## config.mk

```make
export PLATFORM = sky130hd
export DESIGN_NAME = router_fsm
export DESIGN_NICKNAME = d
export VERILOG_FILES = /design/src/rtl/router_fsm_pkg.sv /design/src/rtl/router_fsm.sv
export SDC_FILE = /design/constraint.sdc
export NUM_CORES = 1
export LEC_CHECK = 0
export CORE_UTILIZATION = 35
export DETAILED_ROUTE_END_ITERATION = 6
export HOLD_SLACK_MARGIN = 0.05
export PLACE_DENSITY = 0.7
export SETUP_SLACK_MARGIN = 0.02
export SLEW_MARGIN = 20
export SYNTH_ARGS = -nofsm -noshare
export SYNTH_HDL_FRONTEND = slang
export SYNTH_SLANG_ARGS = --single-unit
export TNS_END_PERCENT = 5
```

## constraint.sdc

```tcl
create_clock -name clock -period 1.6 [get_ports clock]
set_input_delay 0.24 -clock clock [delete_from_list [all_inputs] [get_ports clock]]
set_output_delay 0.24 -clock clock [all_outputs]
set_load 0.1 [all_outputs]
```

## src/rtl/router_fsm_pkg.sv

```systemverilog
// Shared definitions for the 1x3 router packet controller.
// Holds the controller state encoding and the address-field constants
// used by router_fsm and by anything that decodes its state.
package router_fsm_pkg;

  localparam int ADDR_W = 2;
  localparam int NUM_PORTS = 3;
  localparam logic [ADDR_W-1:0] ADDR_INVALID = 2'd3;

  // All eight 3-bit codes are assigned, so every value the register can
  // hold decodes to a named state.
  typedef enum logic [2:0] {
    DECODE_ADDRESS     = 3'd0,
    LOAD_FIRST_DATA    = 3'd1,
    LOAD_DATA          = 3'd2,
    LOAD_PARITY        = 3'd3,
    FIFO_FULL_STATE    = 3'd4,
    LOAD_AFTER_FULL    = 3'd5,
    WAIT_TILL_EMPTY    = 3'd6,
    CHECK_PARITY_ERROR = 3'd7
  } state_t;

  // True when the header address selects one of the real output ports.
  function automatic logic addr_is_valid(input logic [ADDR_W-1:0] a);
    return (a != ADDR_INVALID);
  endfunction

endpackage

```

## src/rtl/router_fsm.sv

```systemverilog
// Purpose: packet-level controller for the 1x3 router; decodes the header
//   address and sequences router_reg through header/payload/parity phases.
// Latency: header accepted -> first payload write 1 cycle; pkt_valid fall ->
//   rst_int_reg 2 cycles. Backpressure: busy holds the source byte whenever
//   the controller is not in DECODE_ADDRESS or LOAD_DATA.
//
// Ports:
//   clock, resetn                 rising-edge clock, async active-low reset
//   pkt_valid, data_in[1:0]       source byte valid and header address field
//   parity_done, low_pkt_valid    status from router_reg
//   fifo_full                     selected-FIFO full, from router_sync
//   fifo_empty_0/1/2              per-FIFO empty
//   soft_reset_0/1/2              per-FIFO timeout reset, from router_sync
//   detect_add .. full_state      one-hot state indications (Moore)
//   write_enb_reg, rst_int_reg    datapath controls (Moore)
//   busy                          stall request to the source
//   addr[1:0]                     latched destination address
module router_fsm
  import router_fsm_pkg::*;
(
  input  logic              clock,
  input  logic              resetn,
  input  logic              pkt_valid,
  input  logic [ADDR_W-1:0] data_in,
  input  logic              parity_done,
  input  logic              low_pkt_valid,
  input  logic              fifo_full,
  input  logic              fifo_empty_0,
  input  logic              fifo_empty_1,
  input  logic              fifo_empty_2,
  input  logic              soft_reset_0,
  input  logic              soft_reset_1,
  input  logic              soft_reset_2,
  output logic              detect_add,
  output logic              lfd_state,
  output logic              ld_state,
  output logic              laf_state,
  output logic              full_state,
  output logic              write_enb_reg,
  output logic              rst_int_reg,
  output logic              busy,
  output logic [ADDR_W-1:0] addr
);

  state_t            state;
  state_t            state_nxt;
  logic [ADDR_W-1:0] sel;
  logic              empty_sel;
  logic              srst_sel;
  logic              hdr_ok;

  // While decoding, the incoming header picks the port; afterwards the
  // latched address does, so a soft reset on another port is ignored.
  always_comb begin
    sel = (state == DECODE_ADDRESS) ? data_in : addr;
  end

  always_comb begin
    empty_sel = 1'b0;
    srst_sel  = 1'b0;
    case (sel)
      2'd0: begin
        empty_sel = fifo_empty_0;
        srst_sel  = soft_reset_0;
      end
      2'd1: begin
        empty_sel = fifo_empty_1;
        srst_sel  = soft_reset_1;
      end
      2'd2: begin
        empty_sel = fifo_empty_2;
        srst_sel  = soft_reset_2;
      end
      default: begin
        empty_sel = 1'b0;
        srst_sel  = 1'b0;
      end
    endcase
  end

  always_comb begin
    hdr_ok = pkt_valid & addr_is_valid(data_in);
  end

  always_ff @(posedge clock or negedge resetn) begin
    if (!resetn) begin
      state <= DECODE_ADDRESS;
    end else begin
      state <= state_nxt;
    end
  end

  always_ff @(posedge clock or negedge resetn) begin
    if (!resetn) begin
      addr <= '0;
    end else if ((state == DECODE_ADDRESS) && hdr_ok) begin
      addr <= data_in;
    end
  end

  always_comb begin
    state_nxt = state;
    // A timeout on the active port abandons the packet from any phase.
    if ((state != DECODE_ADDRESS) && srst_sel) begin
      state_nxt = DECODE_ADDRESS;
    end else begin
      case (state)
        DECODE_ADDRESS: begin
          if (hdr_ok) begin
            state_nxt = empty_sel ? LOAD_FIRST_DATA : WAIT_TILL_EMPTY;
          end
        end
        WAIT_TILL_EMPTY: begin
          if (empty_sel) begin
            state_nxt = LOAD_FIRST_DATA;
          end
        end
        LOAD_FIRST_DATA: begin
          state_nxt = LOAD_DATA;
        end
        LOAD_DATA: begin
          // Full wins over pkt_valid falling; the parity byte is then
          // recovered through low_pkt_valid in LOAD_AFTER_FULL.
          if (fifo_full) begin
            state_nxt = FIFO_FULL_STATE;
          end else if (!pkt_valid) begin
            state_nxt = LOAD_PARITY;
          end
        end
        FIFO_FULL_STATE: begin
          if (!fifo_full) begin
            state_nxt = LOAD_AFTER_FULL;
          end
        end
        LOAD_AFTER_FULL: begin
          if (parity_done) begin
            state_nxt = DECODE_ADDRESS;
          end else if (low_pkt_valid) begin
            state_nxt = LOAD_PARITY;
          end else begin
            state_nxt = LOAD_DATA;
          end
        end
        LOAD_PARITY: begin
          state_nxt = CHECK_PARITY_ERROR;
        end
        CHECK_PARITY_ERROR: begin
          state_nxt = fifo_full ? FIFO_FULL_STATE : DECODE_ADDRESS;
        end
        default: begin
          state_nxt = DECODE_ADDRESS;
        end
      endcase
    end
  end

  // Moore outputs, decoded purely from the state register.
  always_comb begin
    detect_add    = (state == DECODE_ADDRESS);
    lfd_state     = (state == LOAD_FIRST_DATA);
    ld_state      = (state == LOAD_DATA);
    laf_state     = (state == LOAD_AFTER_FULL);
    full_state    = (state == FIFO_FULL_STATE);
    write_enb_reg = (state == LOAD_DATA) || (state == LOAD_PARITY) ||
                    (state == LOAD_AFTER_FULL);
    rst_int_reg   = (state == CHECK_PARITY_ERROR);
    busy          = !((state == DECODE_ADDRESS) || (state == LOAD_DATA));
  end

endmodule

```

### After elaboration in Yosys (flattened, before gate mapping)

Cells that the tools add are included.

| word-level totals | value |
|---|---|
| register bits | 5 |
| latch bits | 0 |
| RAM bits | 0 |
| ROM bits | 0 |
| input bits | 14 |
| output and inout port bits | 10 |
| logic and storage cells | 41 |
| memories | 0 |

| operators by class | value |
|---|---|
| $add $sub $neg | 0 |
| multiply operators | 0 |
| divide/modulo/power cells | 0 |
| $lt $le $gt $ge | 0 |
| equality and inequality tests | 14 |
| shifts and indexed selects | 0 |
| muxes and demuxes | 14 |
| bitwise operators | 1 |
| reductions and logical operators | 10 |

Operators with widths:

| cell | count |
|---|---|
| $mux W3 | 8 |
| $pmux W3 S8 | 1 |
| $eq A3 B3 Y1 const B | 4 |
| $eq A3 B2 Y1 const B | 2 |
| $pmux W1 S3 | 2 |
| $mux W2 | 2 |
| $ne A4 B3 Y1 const B | 1 |
| $reduce_and A4 Y1 | 1 |
| $eq A3 B1 Y1 const B | 1 |
| $logic_not A3 Y1 | 1 |
| $logic_or A1 B1 Y1 | 3 |
| $ne A3 B1 Y1 const B | 1 |
| $ne A3 B2 Y1 const B | 1 |
| $ne A3 B3 Y1 const B | 1 |
| $reduce_bool A3 Y1 | 1 |
| $eq A2 B1 Y1 const B | 1 |
| $eq A2 B2 Y1 const B | 1 |
| $logic_and A1 B1 Y1 | 2 |
| $logic_not A2 Y1 | 1 |
| $ne A2 B2 Y1 const B | 1 |
| $and A1 B1 Y1 | 1 |
| $logic_not A1 Y1 | 1 |
| $mux W1 | 1 |

### Longest topological paths before layout

Gate-level depths: netlist of the first run.

| logic depth | value |
|---|---|
| depth in word-level cells | 8 |
| mapped depth | 6 |
| gate-level depth less buffers | 5 |

### Least setup slack after synthesis of the first run

No wires, ideal clock.

| timing | value |
|---|---|
| path kind | reg-to-reg |
| from | register state[1] |
| to | register state[2] |
| setup time | 0.092 ns |
| arrival | 2.997 ns |
| required time | 1.508 ns |
| setup slack | -1.489 ns |
| cell stages (with the launch flop) | 5 |
| path buffers | 1 |
| path through | dfrtp_1 -> clkbuf_8 -> nor3_1 -> a221oi_2 -> a22oi_1 |

RTL lines:

| item | line | RTL |
|---|---|---|
| from (decl) | router_fsm.sv:45 | `state_t state;` |
| from (signal assigned) | router_fsm.sv:89 | `state <= state_nxt;` |
| $eq A3 B3 Y1 (*) | -- |  |
| via full_state | router_fsm.sv:38 | `output logic full_state,` |
| $pmux W3 S8 or $ne A3 B2 Y1 (tied branches) | -- |  |
| $mux W3 or $reduce_and A4 Y1 (tied branches) | -- |  |

The timed path passes the listed nets; every way through them passes the cells marked *. The select of a mux whose other input is x is not followed.
A chain may end at the register's enable or synchronous reset.

### Final worst setup path of the first run

| timing | value |
|---|---|
| from | register state[0] |
| to | output port full_state |

| between the ends | value |
|---|---|
| word-level cells in the longest chain between the ends | 1 |

Ends and longest elaborated chain:

| item | line | RTL |
|---|---|---|
| $eq A3 B3 Y1 | router_fsm.sv:163 | `full_state = (state == FIFO_FULL_STATE);` |
| to (decl) | router_fsm.sv:38 |  |

No other way between the ends.

==> report_table.html, run 1 <==
<table>
<tr><th>Metric</th><th>Value</th></tr>
<tr><th colspan="2">Clocking</th></tr>
<tr><td>Root cell of the clock tree</td><td>sky130_fd_sc_hd__clkbuf_4</td></tr>
<tr><td>Post-CTS Hold Buffers</td><td>0</td></tr>
<tr><td>Worst-Skew Late Latency</td><td>0.25 ns</td></tr>
<tr><td>CTS Buf Count</td><td>3</td></tr>
<tr><td>H-Tree Depth</td><td>1</td></tr>
<tr><td>Maximum buffer depth of the clock tree</td><td>2</td></tr>
<tr><td>Clk slew on worst S/H paths</td><td>0.05 ns</td></tr>
<tr><td>Total number of clock tree sinks</td><td>5</td></tr>
<tr><td>Clock tree from TritonCTS</td><td>yes</td></tr>
<tr><th colspan="2">Timing</th></tr>
<tr><td>Count of final hold-check violations</td><td>0</td></tr>
<tr><td>Shortest period the worst path allows</td><td>between 1.5 and 2 ns</td></tr>
<tr><td>Slew Limit Fails</td><td>0</td></tr>
<tr><td>Fin Clk Skew</td><td>0.00558 ns</td></tr>
<tr><td>Actual transition at the worst max-transition pin</td><td>0.329 ns</td></tr>
<tr><td>Remaining max-slew budget at the tightest pin</td><td>about 78%</td></tr>
<tr><td>Setup Total Neg Slack</td><td>0 ns</td></tr>
<tr><td>Upper clock frequency limit</td><td>640 MHz</td></tr>
<tr><td>Part of the cycle the worst path needs</td><td>a little over nine tenths</td></tr>
<tr><td>Unrepaired setup endpoints after global routing</td><td>true</td></tr>
<tr><td>Number of setup violations in the final report</td><td>0</td></tr>
<tr><th colspan="2">Cells and area</th></tr>
<tr><td>Share of cells above drive strength 1</td><td>between 50 and 60%</td></tr>
<tr><td>Utilization of the core after routing</td><td>between 80% and 90%</td></tr>
<tr><td>Non-filler cells, final</td><td>approximately 120</td></tr>
<tr><td>Final-stage net count</td><td>between 100 and 150</td></tr>
<tr><td>Most frequent cells in the layout</td><td>15 x sky130_fd_sc_hd__buf_4, 13 x sky130_fd_sc_hd__clkdlybuf4s50_1, 10 x sky130_fd_sc_hd__buf_12, 5 x sky130_fd_sc_hd__nand2_1</td></tr>
<tr><td>Antenna diode count</td><td>0</td></tr>
<tr><td>Fill count</td><td>88</td></tr>
<tr><td>Final design area excluding fillers</td><td>~1100 sq um</td></tr>
<tr><td>Most common cell after layout, fill and taps aside</td><td>sky130_fd_sc_hd__buf_4</td></tr>
<tr><td>Area growth from synthesis to layout</td><td>109%</td></tr>
<tr><th colspan="2">Synth</th></tr>
<tr><td>YS warnings</td><td>0</td></tr>
<tr><td>Gate count of the mapped netlist</td><td>60</td></tr>
<tr><td>Register bit count reported by yosys</td><td>5</td></tr>
<tr><td>Post-synthesis sequential area ratio</td><td>24.2%</td></tr>
<tr><td>Syn Area/Cell</td><td>between 8 and 9 sq um</td></tr>
<tr><td>Synthesized Nets</td><td>74</td></tr>
<tr><td>Number of different library cells in the post-synthesis netlist</td><td>34</td></tr>
<tr><td>Cell area after technology mapping</td><td>roughly 520 sq um</td></tr>
<tr><th colspan="2">Critical path</th></tr>
<tr><td>Startpoint type of the worst setup path</td><td>flop</td></tr>
<tr><td>Worst Path Class, Setup</td><td>flop to output pin</td></tr>
<tr><td>CP Data Arrival Time</td><td>~1.3 ns</td></tr>
<tr><td>Endpoint type of the worst setup path</td><td>output pin</td></tr>
<tr><td>Required time of the worst setup path</td><td>~1.4 ns</td></tr>
<tr><td>Maximum fanout along the worst path</td><td>5</td></tr>
<tr><th colspan="2">Global routing</th></tr>
<tr><td>Global-route usage over all layers</td><td>roughly a quarter</td></tr>
<tr><td>Via count of the first global-routing pass</td><td>approximately 600</td></tr>
<tr><td>Antenna violations before repair</td><td>0</td></tr>
<tr><td>First-pass GRT wire length</td><td>between 2 and 3 mm</td></tr>
<tr><td>Maximum number of pins on one net before global-route repair</td><td>11</td></tr>
<tr><td>Overflow left after global routing</td><td>0</td></tr>
<tr><th colspan="2">Die</th></tr>
<tr><td>Area of the die</td><td>between 1500 and 2000 sq um</td></tr>
<tr><td>Placeable core area</td><td>1330 sq um</td></tr>
<tr><td>Cell Rows</td><td>13</td></tr>
<tr><td>Height of the chip</td><td>40.4 microns</td></tr>
<tr><td>Starting Density</td><td>38.7%</td></tr>
<tr><td>Top-level I/O count</td><td>24</td></tr>
<tr><td>X dimension of the die</td><td>40.4 microns</td></tr>
<tr><th colspan="2">Placed design</th></tr>
<tr><td>Total placed instance area</td><td>a little over 900 sq um</td></tr>
<tr><td>Cell total after placement</td><td>roughly 110</td></tr>
<tr><td>Final weighted congestion in routability-driven placement</td><td>0.815</td></tr>
<tr><td>Port Buffer Count</td><td>23</td></tr>
<tr><td>Hpwl dp</td><td>1.32 mm</td></tr>
<tr><th colspan="2">Detailed routing</th></tr>
<tr><td>DR DRC count</td><td>0</td></tr>
<tr><td>Total via count after detailed routing</td><td>roughly 640</td></tr>
<tr><td>Routed wire length</td><td>~1.9 mm</td></tr>
<tr><td>First-pass iteration count of the detailed router</td><td>4</td></tr>
<tr><td>Post-DR vias/cell</td><td>around 5.4</td></tr>
<tr><td>Number of nets with antenna violations after detailed routing</td><td>0</td></tr>
<tr><td>Number of violations reported at the end of detailed-routing iteration 0</td><td>6</td></tr>
<tr><td>WL per Instance</td><td>between 15 and 20 microns</td></tr>
<tr><th colspan="2">Worst hold path</th></tr>
<tr><td>Type of the tightest min-delay check</td><td>primary input to asynchronous set/reset pin</td></tr>
<tr><th colspan="2">Status</th></tr>
<tr><td>Outcome</td><td>finished clean</td></tr>
<tr><th colspan="2">Flow run</th></tr>
<tr><td>Maximum capacitance violations</td><td>0</td></tr>
</table>
cell usage after synthesis:
cell / n / area (sq um)
sky130_fd_sc_hd__and2b_4: 1 / 10.0
sky130_fd_sc_hd__a32oi_1: 1 / 8.76
sky130_fd_sc_hd__a21oi_1: 1 / 5.00
sky130_fd_sc_hd__nand3b_1: 4 / 30.0
sky130_fd_sc_hd__o2111ai_1: 1 / 8.76
sky130_fd_sc_hd__and4b_1: 1 / 10.0
sky130_fd_sc_hd__a221oi_2: 1 / 15.0
sky130_fd_sc_hd__inv_2: 1 / 3.75
sky130_fd_sc_hd__a21boi_0: 2 / 15.0
sky130_fd_sc_hd__buf_6: 2 / 22.5
sky130_fd_sc_hd__mux2i_1: 3 / 30.0
sky130_fd_sc_hd__a21o_1: 1 / 7.51
sky130_fd_sc_hd__nand2b_2: 1 / 8.76
sky130_fd_sc_hd__inv_1: 2 / 7.51
sky130_fd_sc_hd__nand2b_1: 1 / 6.26
sky130_fd_sc_hd__and2_2: 1 / 7.51
sky130_fd_sc_hd__nor2b_1: 1 / 6.26
sky130_fd_sc_hd__o22a_1: 2 / 17.5
sky130_fd_sc_hd__nor3_4: 1 / 16.3
sky130_fd_sc_hd__a211oi_2: 1 / 12.5
sky130_fd_sc_hd__o211ai_1: 1 / 7.51
sky130_fd_sc_hd__and2_1: 1 / 6.26
sky130_fd_sc_hd__o21a_1: 1 / 7.51
sky130_fd_sc_hd__o31ai_1: 1 / 7.51
sky130_fd_sc_hd__a22oi_1: 1 / 7.51
sky130_fd_sc_hd__nor2_1: 8 / 30.0
sky130_fd_sc_hd__o221ai_1: 1 / 8.76
sky130_fd_sc_hd__nor3_1: 1 / 5.00
sky130_fd_sc_hd__clkbuf_8: 1 / 13.8
sky130_fd_sc_hd__maj3_2: 1 / 11.3
sky130_fd_sc_hd__dfrtp_1: 5 / 125
sky130_fd_sc_hd__o21ai_0: 2 / 10.0
sky130_fd_sc_hd__nand2_1: 6 / 22.5
sky130_fd_sc_hd__nand3_1: 1 / 5.00
routing by layer:
| metal | wire length [microns] | vias up | share of wire (%) | GRT usage, % |
|---|---|---|---|---|
| met2 | 1050 | 21 | 56 | 47.6 |
| li1 | - | 307 | - | - |
| met4 | 41 | 0 | 2.2 | 13.3 |
| met5 | 0 | - | 0 | 0 |
| met3 | 56 | 7 | 3.0 | 4.44 |
| met1 | 733 | 308 | 39 | 26.4 |
worst max-delay path: stages (launching register included):
cell                      delay (ns)
sky130_fd_sc_hd__dfrtp_2        0.46
sky130_fd_sc_hd__buf_4          0.17
sky130_fd_sc_hd__nor3_4         0.23
sky130_fd_sc_hd__buf_12         0.20
stage by stage:
stage | worst slack (ns) | hold slack, ns
finish | 0.0371 | 0.205
global route | -0.00938 | 0.222
CTS | 0.0164 | 0.216
detailed placement | -0.0687 | 0.477
global placement | -0.0579 | 0.471
floorplan | -0.362 | -0.0556
sequential cells by signal (all words and copies together) (netlist names):
name / count
addr: 2
state: 3
kinds of logic (layout without fill, tap and decap cells):
logic type                 after synthesis  in the layout  synth area share, %
adders and majority gates                1              1                 2.18
AOI/OAI and AO/OA                       17             17                 26.9
buffers and inverters                    6             49                 9.20
DFF                                      5              5                 24.2
and+or+nand+nor                         28             28                 31.7
muxes                                    3              3                 5.81
path summary, 6_finish.rpt:
check / slack, ns / from / to / cells after the start
max in group asynchronous: 1.18 / resetn / state[2] / 1
max: 0.04 / state[0] / full_state / 3
min: 0.21 / resetn / addr[0] / 1
max reg2reg: 0.13 / state[2] / state[2] / 5
min in group clock: 0.67 / addr[1] / addr[1] / 2
min reg2reg: 0.67 / addr[1] / addr[1] / 2
timing repair:
| item | CTS | global route |
|---|---|---|
| endpoints found under the setup margin | 7 | 8 |
| resized for setup | 8 | 9 |
| gates cloned | 0 | 0 |
| buffers inserted | 7 | 2 |
| pin swaps | 1 | 5 |
| hold endpoints to repair | 0 | 0 |
final cells by class:
class	count	area [sq um]	share of cell area (%)
Sequential cell	5	129	11.9
Timing Repair Buffer	42	488	45.1
Clock buffer	4	26.3	2.43
Multi-Input combinational cell	49	408	37.7
Tap cell	15	18.8	1.74
Inverter	3	11.3	1.04
Power of run 1 is left out: the tool's default activity adds up to more than one toggle a clock period on the data nets, which glitch-free logic cannot reach.
==> run 2: changes to the inputs <==
Settings changed: GPL_ROUTABILITY_DRIVEN set to 0, REMOVE_ABC_BUFFERS set to 1.
Clock period 1.6 ns to 1.7 ns, I/O delays scaled along.
==> run 2 against run 1 <==
  * First-iteration DRC count rose by 83%
  * Die area unchanged
  * Flip-flop and latch count unchanged
  * Count of clock-buffer cells in the layout unchanged
==> report_table.html, run 2 (same netlist as run 1, synthesis figures left out) <==
<table>
<tr><th>Metric</th><th>Value</th></tr>
<tr><th colspan="2">Status</th></tr>
<tr><td>Outcome</td><td>finished clean</td></tr>
<tr><th colspan="2">Timing</th></tr>
<tr><td>Remaining max-slew budget at the tightest pin</td><td>79.7% (+1.6 points)</td></tr>
<tr><td>Shortest period the worst path allows</td><td>roughly 1.6 ns</td></tr>
<tr><td>Number of setup violations in the final report</td><td>0 (unchanged)</td></tr>
<tr><td>Part of the cycle the worst path needs</td><td>a little over nine tenths</td></tr>
<tr><td>Upper clock frequency limit</td><td>a little over 600 MHz</td></tr>
<tr><td>Slew Limit Fails</td><td>0 (unchanged)</td></tr>
<tr><td>Fin Clk Skew</td><td>0.00132 ns (-0.00426 ns)</td></tr>
<tr><td>Actual transition at the worst max-transition pin</td><td>0.303 ns (-0.0261 ns)</td></tr>
<tr><td>Unrepaired setup endpoints after global routing</td><td>true</td></tr>
<tr><td>Count of final hold-check violations</td><td>0 (unchanged)</td></tr>
<tr><td>Setup ws final</td><td>0.0529 ns (+0.0158 ns)</td></tr>
<tr><th colspan="2">Die</th></tr>
<tr><td>Cell Rows</td><td>13 (unchanged)</td></tr>
<tr><td>Starting Density</td><td>38.7% (unchanged)</td></tr>
<tr><td>Area of the die</td><td>1630 sq um (unchanged)</td></tr>
<tr><td>Top-level I/O count</td><td>24 (unchanged)</td></tr>
<tr><td>Height of the chip</td><td>40.4 microns (unchanged)</td></tr>
<tr><td>X dimension of the die</td><td>40.4 microns (unchanged)</td></tr>
<tr><td>Placeable core area</td><td>1330 sq um (unchanged)</td></tr>
<tr><th colspan="2">Cells and area</th></tr>
<tr><td>Regs by FF count</td><td>state x3, addr x2</td></tr>
<tr><td>Antenna diode count</td><td>0 (unchanged)</td></tr>
<tr><td>Share of cells above drive strength 1</td><td>33.3% (-17 points)</td></tr>
<tr><td>Most frequent cells in the layout</td><td>13 x sky130_fd_sc_hd__clkdlybuf4s50_1, 10 x sky130_fd_sc_hd__buf_12, 7 x sky130_fd_sc_hd__nor2_1, 6 x sky130_fd_sc_hd__nand2_1, 4 x sky130_fd_sc_hd__nand3b_1</td></tr>
<tr><td>Fill count</td><td>121 (+38%)</td></tr>
<tr><td>Most common cell after layout, fill and taps aside</td><td>sky130_fd_sc_hd__clkdlybuf4s50_1</td></tr>
<tr><td>Final-stage net count</td><td>102 (-14%)</td></tr>
<tr><td>Top reg by flops</td><td>state</td></tr>
<tr><td>Max FFs per register</td><td>3 (unchanged)</td></tr>
<tr><td>Area growth from synthesis to layout</td><td>72.2%</td></tr>
<tr><th colspan="2">Detailed routing</th></tr>
<tr><td>WL per Instance</td><td>13.9 microns (-13%)</td></tr>
<tr><td>First-pass iteration count of the detailed router</td><td>4 (unchanged)</td></tr>
<tr><td>Number of violations reported at the end of detailed-routing iteration 0</td><td>11 (+5)</td></tr>
<tr><td>Routed wire length</td><td>1.42 mm (-25%)</td></tr>
<tr><td>Post-DR vias/cell</td><td>5.70 (+4.5%)</td></tr>
<tr><td>Number of nets with antenna violations after detailed routing</td><td>0 (unchanged)</td></tr>
<tr><td>Total via count after detailed routing</td><td>581 (-9.6%)</td></tr>
<tr><td>DR DRC count</td><td>0 (unchanged)</td></tr>
<tr><th colspan="2">Global routing</th></tr>
<tr><td>Via count of the first global-routing pass</td><td>530 (-12%)</td></tr>
<tr><td>Met2 usage in global routing</td><td>36.9% (-11 points)</td></tr>
<tr><td>Antenna violations before repair</td><td>0 (unchanged)</td></tr>
<tr><td>Global-route usage over all layers</td><td>20.5% (-5.0 points)</td></tr>
<tr><td>GR Util met3</td><td>6.67% (+2.2 points)</td></tr>
<tr><td>Maximum number of pins on one net before global-route repair</td><td>12 (+1)</td></tr>
<tr><td>Met1 global-route usage</td><td>22.7% (-3.7 points)</td></tr>
<tr><td>GRT Max-Usage Layer</td><td>met2</td></tr>
<tr><td>First-pass GRT wire length</td><td>2.17 mm (-18%)</td></tr>
<tr><td>Overflow left after global routing</td><td>0 (unchanged)</td></tr>
<tr><th colspan="2">Critical path</th></tr>
<tr><td>Endpoint type of the worst setup path</td><td>output pin</td></tr>
<tr><td>Highest-delay cell along the critical path</td><td>sky130_fd_sc_hd__dfrtp_2</td></tr>
<tr><td>Cell family contributing the most delay on the critical path</td><td>flip-flops</td></tr>
<tr><td>CP max stage delay</td><td>0.48 ns (+0.02 ns)</td></tr>
<tr><td>Worst Path Class, Setup</td><td>flop to output pin</td></tr>
<tr><td>Required time of the worst setup path</td><td>1.44 ns (+0.08 ns)</td></tr>
<tr><td>Maximum fanout along the worst path</td><td>9 (+4)</td></tr>
<tr><td>Critical path cell sequence</td><td>buf_4 &gt; nor2_1 &gt; and2_2 &gt; buf_12</td></tr>
<tr><td>Worst path buffer plus inverter count</td><td>2 (unchanged)</td></tr>
<tr><td>Startpoint type of the worst setup path</td><td>flop</td></tr>
<tr><td>CP Data Arrival Time</td><td>1.39 ns (+0.07 ns)</td></tr>
<tr><th colspan="2">Placed design</th></tr>
<tr><td>Port Buffer Count</td><td>23 (unchanged)</td></tr>
<tr><td>Hpwl dp</td><td>1.08 mm (-18%)</td></tr>
<tr><td>Setup Slack @ Placement</td><td>0.0158 ns (+0.0846 ns)</td></tr>
<tr><th colspan="2">Clocking</th></tr>
<tr><td>Post-CTS Hold Buffers</td><td>0 (unchanged)</td></tr>
<tr><td>Clock tree from TritonCTS</td><td>yes</td></tr>
<tr><td>Post-CTS Setup Bufs</td><td>0 (-7)</td></tr>
<tr><td>Total number of clock tree sinks</td><td>5 (unchanged)</td></tr>
<tr><td>H-Tree Depth</td><td>1 (unchanged)</td></tr>
<tr><td>Worst-Skew Late Latency</td><td>0.24 ns (about the same)</td></tr>
<tr><td>Clk slew on worst S/H paths</td><td>0.04 ns (about the same)</td></tr>
<tr><td>CTS Buf Count</td><td>3 (unchanged)</td></tr>
<tr><td>Root cell of the clock tree</td><td>sky130_fd_sc_hd__clkbuf_4</td></tr>
<tr><td>Post-CTS sizing</td><td>4 (-4)</td></tr>
<tr><td>Maximum buffer depth of the clock tree</td><td>2 (unchanged)</td></tr>
<tr><th colspan="2">Worst hold path</th></tr>
<tr><td>Type of the tightest min-delay check</td><td>primary input to asynchronous set/reset pin</td></tr>
<tr><th colspan="2">Flow run</th></tr>
<tr><td>Maximum capacitance violations</td><td>0 (unchanged)</td></tr>
</table>
run 2: changes by cell type in the layout (fill, tap and decap cells not counted), moves of 4 or more:
| cell | previous run | this run |
|---|---|---|
| sky130_fd_sc_hd__nor2_4 | 4 | 0 |
| sky130_fd_sc_hd__nor2_1 | 3 | 7 |
| sky130_fd_sc_hd__buf_6 | 4 | 0 |
| sky130_fd_sc_hd__buf_4 | 15 | 3 |
run 2: cell type report:
class | count | area [sq um] | area share [%]
clock buffer | 4 | 26.3 | 2.95
inverter | 3 | 11.3 | 1.27
timing repair buffer | 26 | 353 | 39.7
sequential | 5 | 129 | 14.5
multi-input combinational | 49 | 352 | 39.5
tap | 15 | 18.8 | 2.11
run 2: metrics by stage:
step	TNS, ns	util [%]	instance area [sq um]	cells	hold WS (ns)
5_1_grt	0	66.7	890	102	0.239
2_1_floorplan	-7.21	-	480	57	-0.0406
3_5_place_dp	0	63.9	852	98	0.491
3_3_place_gp	0	63.9	852	98	0.489
4_1_cts	0	66.5	887	102	0.229
6_report	0	66.7	890	102	0.231
run 2: metal layers:
| metal | wire [microns] | vias up |
|---|---|---|
| met4 | 12 | 0 |
| li1 | - | 278 |
| met1 | 595 | 276 |
| met5 | 0 | - |
| met3 | 117 | 2 |
| met2 | 693 | 25 |
run 2: path summary, 6_finish.rpt:
check	start	end	slack, ns	cells after the start
max	state[1]	lfd_state	0.05	4
min	resetn	addr[0]	0.23	1
max reg2reg	state[0]	state[0]	0.30	4
min reg2reg	addr[1]	addr[1]	0.69	1
max in group asynchronous	resetn	state[1]	1.26	1
min in group clock	addr[1]	addr[1]	0.69	1
Power of run 2 is left out for the same reason.
==> run 3: changes to the inputs <==
--- a/constraint.sdc
+++ b/constraint.sdc
@@ -3,2 +3,2 @@
 set_output_delay 0.255 -clock clock [all_outputs]
-set_load 0.1 [all_outputs]
+set_load 0.005 [all_outputs]
==> run 3 against run 2 <==
  * The run now ends with setup timing left
  * Worst setup slack worse by 0.085 ns
  * Critical path depth down 1
  * Via count up 3.4%
  * Sequential share of layout area up 0.10 points
  * Die area unchanged
  * Routed wire length up 3.4%
  * Cell count up 12%
  * Maximum frequency down 4.9%
  * Clock skew up 0.0080 ns
  * Non-clock buffer count up 12
  * Core utilization down 0.47 points
  * Critical endpoint unchanged
  * Highest routed layer is now met3
==> report_table.html, run 3 (same netlist as run 1, synthesis figures left out) <==
<table>
<tr><th>Metric</th><th>Value</th></tr>
<tr><th colspan="2">Timing</th></tr>
<tr><td>Setup ws final</td><td>-0.0316 ns (-0.0845 ns)</td></tr>
<tr><td>Slew Limit Fails</td><td>0 (unchanged)</td></tr>
<tr><td>Part of the cycle the worst path needs</td><td>102% (+5.0 points)</td></tr>
<tr><td>Unrepaired setup endpoints after global routing</td><td>true</td></tr>
<tr><td>Shortest period the worst path allows</td><td>1.73 ns (+0.0845 ns)</td></tr>
<tr><td>Actual transition at the worst max-transition pin</td><td>0.274 ns (-0.0292 ns)</td></tr>
<tr><td>Number of setup violations in the final report</td><td>2 (+2)</td></tr>
<tr><td>Count of final hold-check violations</td><td>0 (unchanged)</td></tr>
<tr><td>Worst hold margin</td><td>0.222 ns (-0.00940 ns)</td></tr>
<tr><td>Setup Total Neg Slack</td><td>-0.0505 ns (-0.0505 ns)</td></tr>
<tr><td>Remaining max-slew budget at the tightest pin</td><td>81.6% (+1.9 points)</td></tr>
<tr><td>Fin Clk Skew</td><td>0.00934 ns (+0.00801 ns)</td></tr>
<tr><td>Upper clock frequency limit</td><td>578 MHz (-4.9%)</td></tr>
<tr><th colspan="2">Cells and area</th></tr>
<tr><td>Storage element area</td><td>129 sq um (unchanged)</td></tr>
<tr><td>Final-stage net count</td><td>114 (+12%)</td></tr>
<tr><td>Most frequent cells in the layout</td><td>19 x sky130_fd_sc_hd__clkdlybuf4s50_1, 15 x sky130_fd_sc_hd__buf_4, 6 x sky130_fd_sc_hd__nor2_1, 5 x sky130_fd_sc_hd__nand2_1, 4 x sky130_fd_sc_hd__nand3b_1</td></tr>
<tr><td>Share of cells above drive strength 1</td><td>34.3% (+1.0 points)</td></tr>
<tr><td>Final design area excluding fillers</td><td>883 sq um (-0.70%)</td></tr>
<tr><td>Fill count</td><td>124 (+2.5%)</td></tr>
<tr><td>Footprint of the multi-input gates</td><td>357 sq um (+1.4%)</td></tr>
<tr><td>Area growth from synthesis to layout</td><td>70.9%</td></tr>
<tr><td>Antenna diode count</td><td>0 (unchanged)</td></tr>
<tr><td>Max FFs per register</td><td>3 (unchanged)</td></tr>
<tr><td>Top reg by flops</td><td>state</td></tr>
<tr><td>Non-filler cells, final</td><td>114 (+12%)</td></tr>
<tr><td>Regs by FF count</td><td>state x3, addr x2</td></tr>
<tr><td>Most common cell after layout, fill and taps aside</td><td>sky130_fd_sc_hd__clkdlybuf4s50_1</td></tr>
<tr><th colspan="2">Power</th></tr>
<tr><td>Total power consumption of the routed design</td><td>roughly 0.0014 W</td></tr>
<tr><td>IR drop worst, VDD</td><td>0.000834 V</td></tr>
<tr><td>Leakage power summed over all cells</td><td>between 0.4 and 0.5 nW</td></tr>
<tr><td>Pwr Density</td><td>approximately 1600 nW/um^2</td></tr>
<tr><th colspan="2">Global routing</th></tr>
<tr><td>Antenna violations before repair</td><td>0 (unchanged)</td></tr>
<tr><td>First-pass GRT wire length</td><td>2.21 mm (+1.9%)</td></tr>
<tr><td>Maximum number of pins on one net before global-route repair</td><td>14 (+2)</td></tr>
<tr><td>Via count of the first global-routing pass</td><td>548 (+3.4%)</td></tr>
<tr><td>Overflow left after global routing</td><td>0 (unchanged)</td></tr>
<tr><td>Global-route usage over all layers</td><td>20.6% (+0.11 points)</td></tr>
<tr><th colspan="2">Die</th></tr>
<tr><td>Cell Rows</td><td>13 (unchanged)</td></tr>
<tr><td>X dimension of the die</td><td>40.4 microns (unchanged)</td></tr>
<tr><td>Top-level I/O count</td><td>24 (unchanged)</td></tr>
<tr><td>Placeable core area</td><td>1330 sq um (unchanged)</td></tr>
<tr><td>Height of the chip</td><td>40.4 microns (unchanged)</td></tr>
<tr><td>Starting Density</td><td>38.7% (unchanged)</td></tr>
<tr><td>Area of the die</td><td>1630 sq um (unchanged)</td></tr>
<tr><th colspan="2">Critical path</th></tr>
<tr><td>Worst Path Class, Setup</td><td>flop to output pin</td></tr>
<tr><td>Worst reg2reg startpoint</td><td>state[0]</td></tr>
<tr><td>Length in cells of the worst reg-to-reg path</td><td>7 (+3)</td></tr>
<tr><td>Setup slack of the worst register-to-register path</td><td>0.10 ns (-0.20 ns)</td></tr>
<tr><td>Highest-delay cell along the critical path</td><td>sky130_fd_sc_hd__clkdlybuf4s50_1</td></tr>
<tr><td>CP Data Arrival Time</td><td>1.48 ns (+0.09 ns)</td></tr>
<tr><td>Critical path cell sequence</td><td>nor2_2 &gt; and2_2 &gt; clkdlybuf4s50_1</td></tr>
<tr><td>Startpoint type of the worst setup path</td><td>flop</td></tr>
<tr><td>CP max stage delay</td><td>0.49 ns (about the same)</td></tr>
<tr><td>Maximum fanout along the worst path</td><td>9 (unchanged)</td></tr>
<tr><td>Required time of the worst setup path</td><td>1.44 ns (about the same)</td></tr>
<tr><td>Critical register-to-register path endpoint</td><td>state[1]</td></tr>
<tr><td>Endpoint type of the worst setup path</td><td>output pin</td></tr>
<tr><td>Worst setup startpoint</td><td>state[1]</td></tr>
<tr><th colspan="2">Flow run</th></tr>
<tr><td>Maximum capacitance violations</td><td>0 (unchanged)</td></tr>
<tr><th colspan="2">Detailed routing</th></tr>
<tr><td>Number of violations reported at the end of detailed-routing iteration 0</td><td>6 (-5)</td></tr>
<tr><td>WL per Instance</td><td>12.9 microns (-7.5%)</td></tr>
<tr><td>Total via count after detailed routing</td><td>601 (+3.4%)</td></tr>
<tr><td>Number of nets with antenna violations after detailed routing</td><td>0 (unchanged)</td></tr>
<tr><td>Routed wire length</td><td>1.47 mm (+3.4%)</td></tr>
<tr><td>DR DRC count</td><td>0 (unchanged)</td></tr>
<tr><td>First-pass iteration count of the detailed router</td><td>2 (-2)</td></tr>
<tr><td>Post-DR vias/cell</td><td>5.27 (-7.4%)</td></tr>
<tr><th colspan="2">Clocking</th></tr>
<tr><td>Root cell of the clock tree</td><td>sky130_fd_sc_hd__clkbuf_4</td></tr>
<tr><td>H-Tree Depth</td><td>1 (unchanged)</td></tr>
<tr><td>Total number of clock tree sinks</td><td>5 (unchanged)</td></tr>
<tr><td>CTS Buf Count</td><td>3 (unchanged)</td></tr>
<tr><td>Post-CTS Hold Buffers</td><td>0 (unchanged)</td></tr>
<tr><td>Clk slew on worst S/H paths</td><td>0.05 ns (about the same)</td></tr>
<tr><td>Worst-Skew Late Latency</td><td>0.25 ns (about the same)</td></tr>
<tr><td>Maximum buffer depth of the clock tree</td><td>2 (unchanged)</td></tr>
<tr><td>Clock tree from TritonCTS</td><td>yes</td></tr>
<tr><th colspan="2">Status</th></tr>
<tr><td>Outcome</td><td>finished with violations</td></tr>
<tr><td>Violated checks</td><td>setup timing</td></tr>
<tr><th colspan="2">Placed design</th></tr>
<tr><td>Hpwl dp</td><td>1.05 mm (-3.6%)</td></tr>
<tr><td>Cell total after placement</td><td>103 (+5.1%)</td></tr>
<tr><td>Total placed instance area</td><td>790 sq um (-7.3%)</td></tr>
<tr><td>Port Buffer Count</td><td>23 (unchanged)</td></tr>
<tr><th colspan="2">Worst hold path</th></tr>
<tr><td>Type of the tightest min-delay check</td><td>primary input to asynchronous set/reset pin</td></tr>
</table>
run 3: worst max path at each step:
stage	to	slack, ns	cells past startpoint
floorplan	state[2]	0.39	4
global placement	rst_int_reg	0.02	3
detailed placement	rst_int_reg	-0.01	3
CTS	lfd_state	-0.14	3
global route	rst_int_reg	-0.10	3
finish	lfd_state	-0.03	3
run 3: area by class of cell:
class                   instances  share of cell area [%]
well taps                      15                    2.12
inverters                       3                    1.27
multi-input cells              49                    40.4
repair buffers                 38                    38.7
clock buffers                   4                    2.97
flip-flops and latches          5                    14.6
run 3: timing repair:
item	CTS	global route
pin swaps	0	1
buffers inserted	2	5
gates resized for setup	6	7
setup endpoints to repair	8	6
run 3: stage by stage:
stage | worst slack, ns | util (%)
after global placement | 0.0193 | 59.2
after floorplan | 0.386 | -
final | -0.0316 | 66.2
after detailed placement | -0.0144 | 59.2
after CTS | -0.140 | 62.8
after global routing | -0.103 | 66.2
run 3: critical path: cells and delay by family, from the launching register on:
kind	cells	cell delay, ns
buffers and inverters	1	0.49
flip-flops	1	0.47
AND/OR/NAND/NOR	2	0.28
run 3: power breakdown:
| part | total (W) | internal [W] | switching, W |
|---|---|---|---|
| clock | 0.000140 | 0.0000889 | 0.0000513 |
| combinational | 0.000940 | 0.000567 | 0.000373 |
| sequential | 0.000306 | 0.000184 | 0.000123 |
| total | 0.00139 | 0.000839 | 0.000547 |
run 3: routing by layer:
layer	vias up	part of all wire, %	GRT usage (%)
li1	300	-	-
met1	280	44	24.7
met2	21	49	35.7
met3	0	7.4	7.22
met4	0	0	2.50
met5	-	0	0
(Power assumes the default switching activity.)
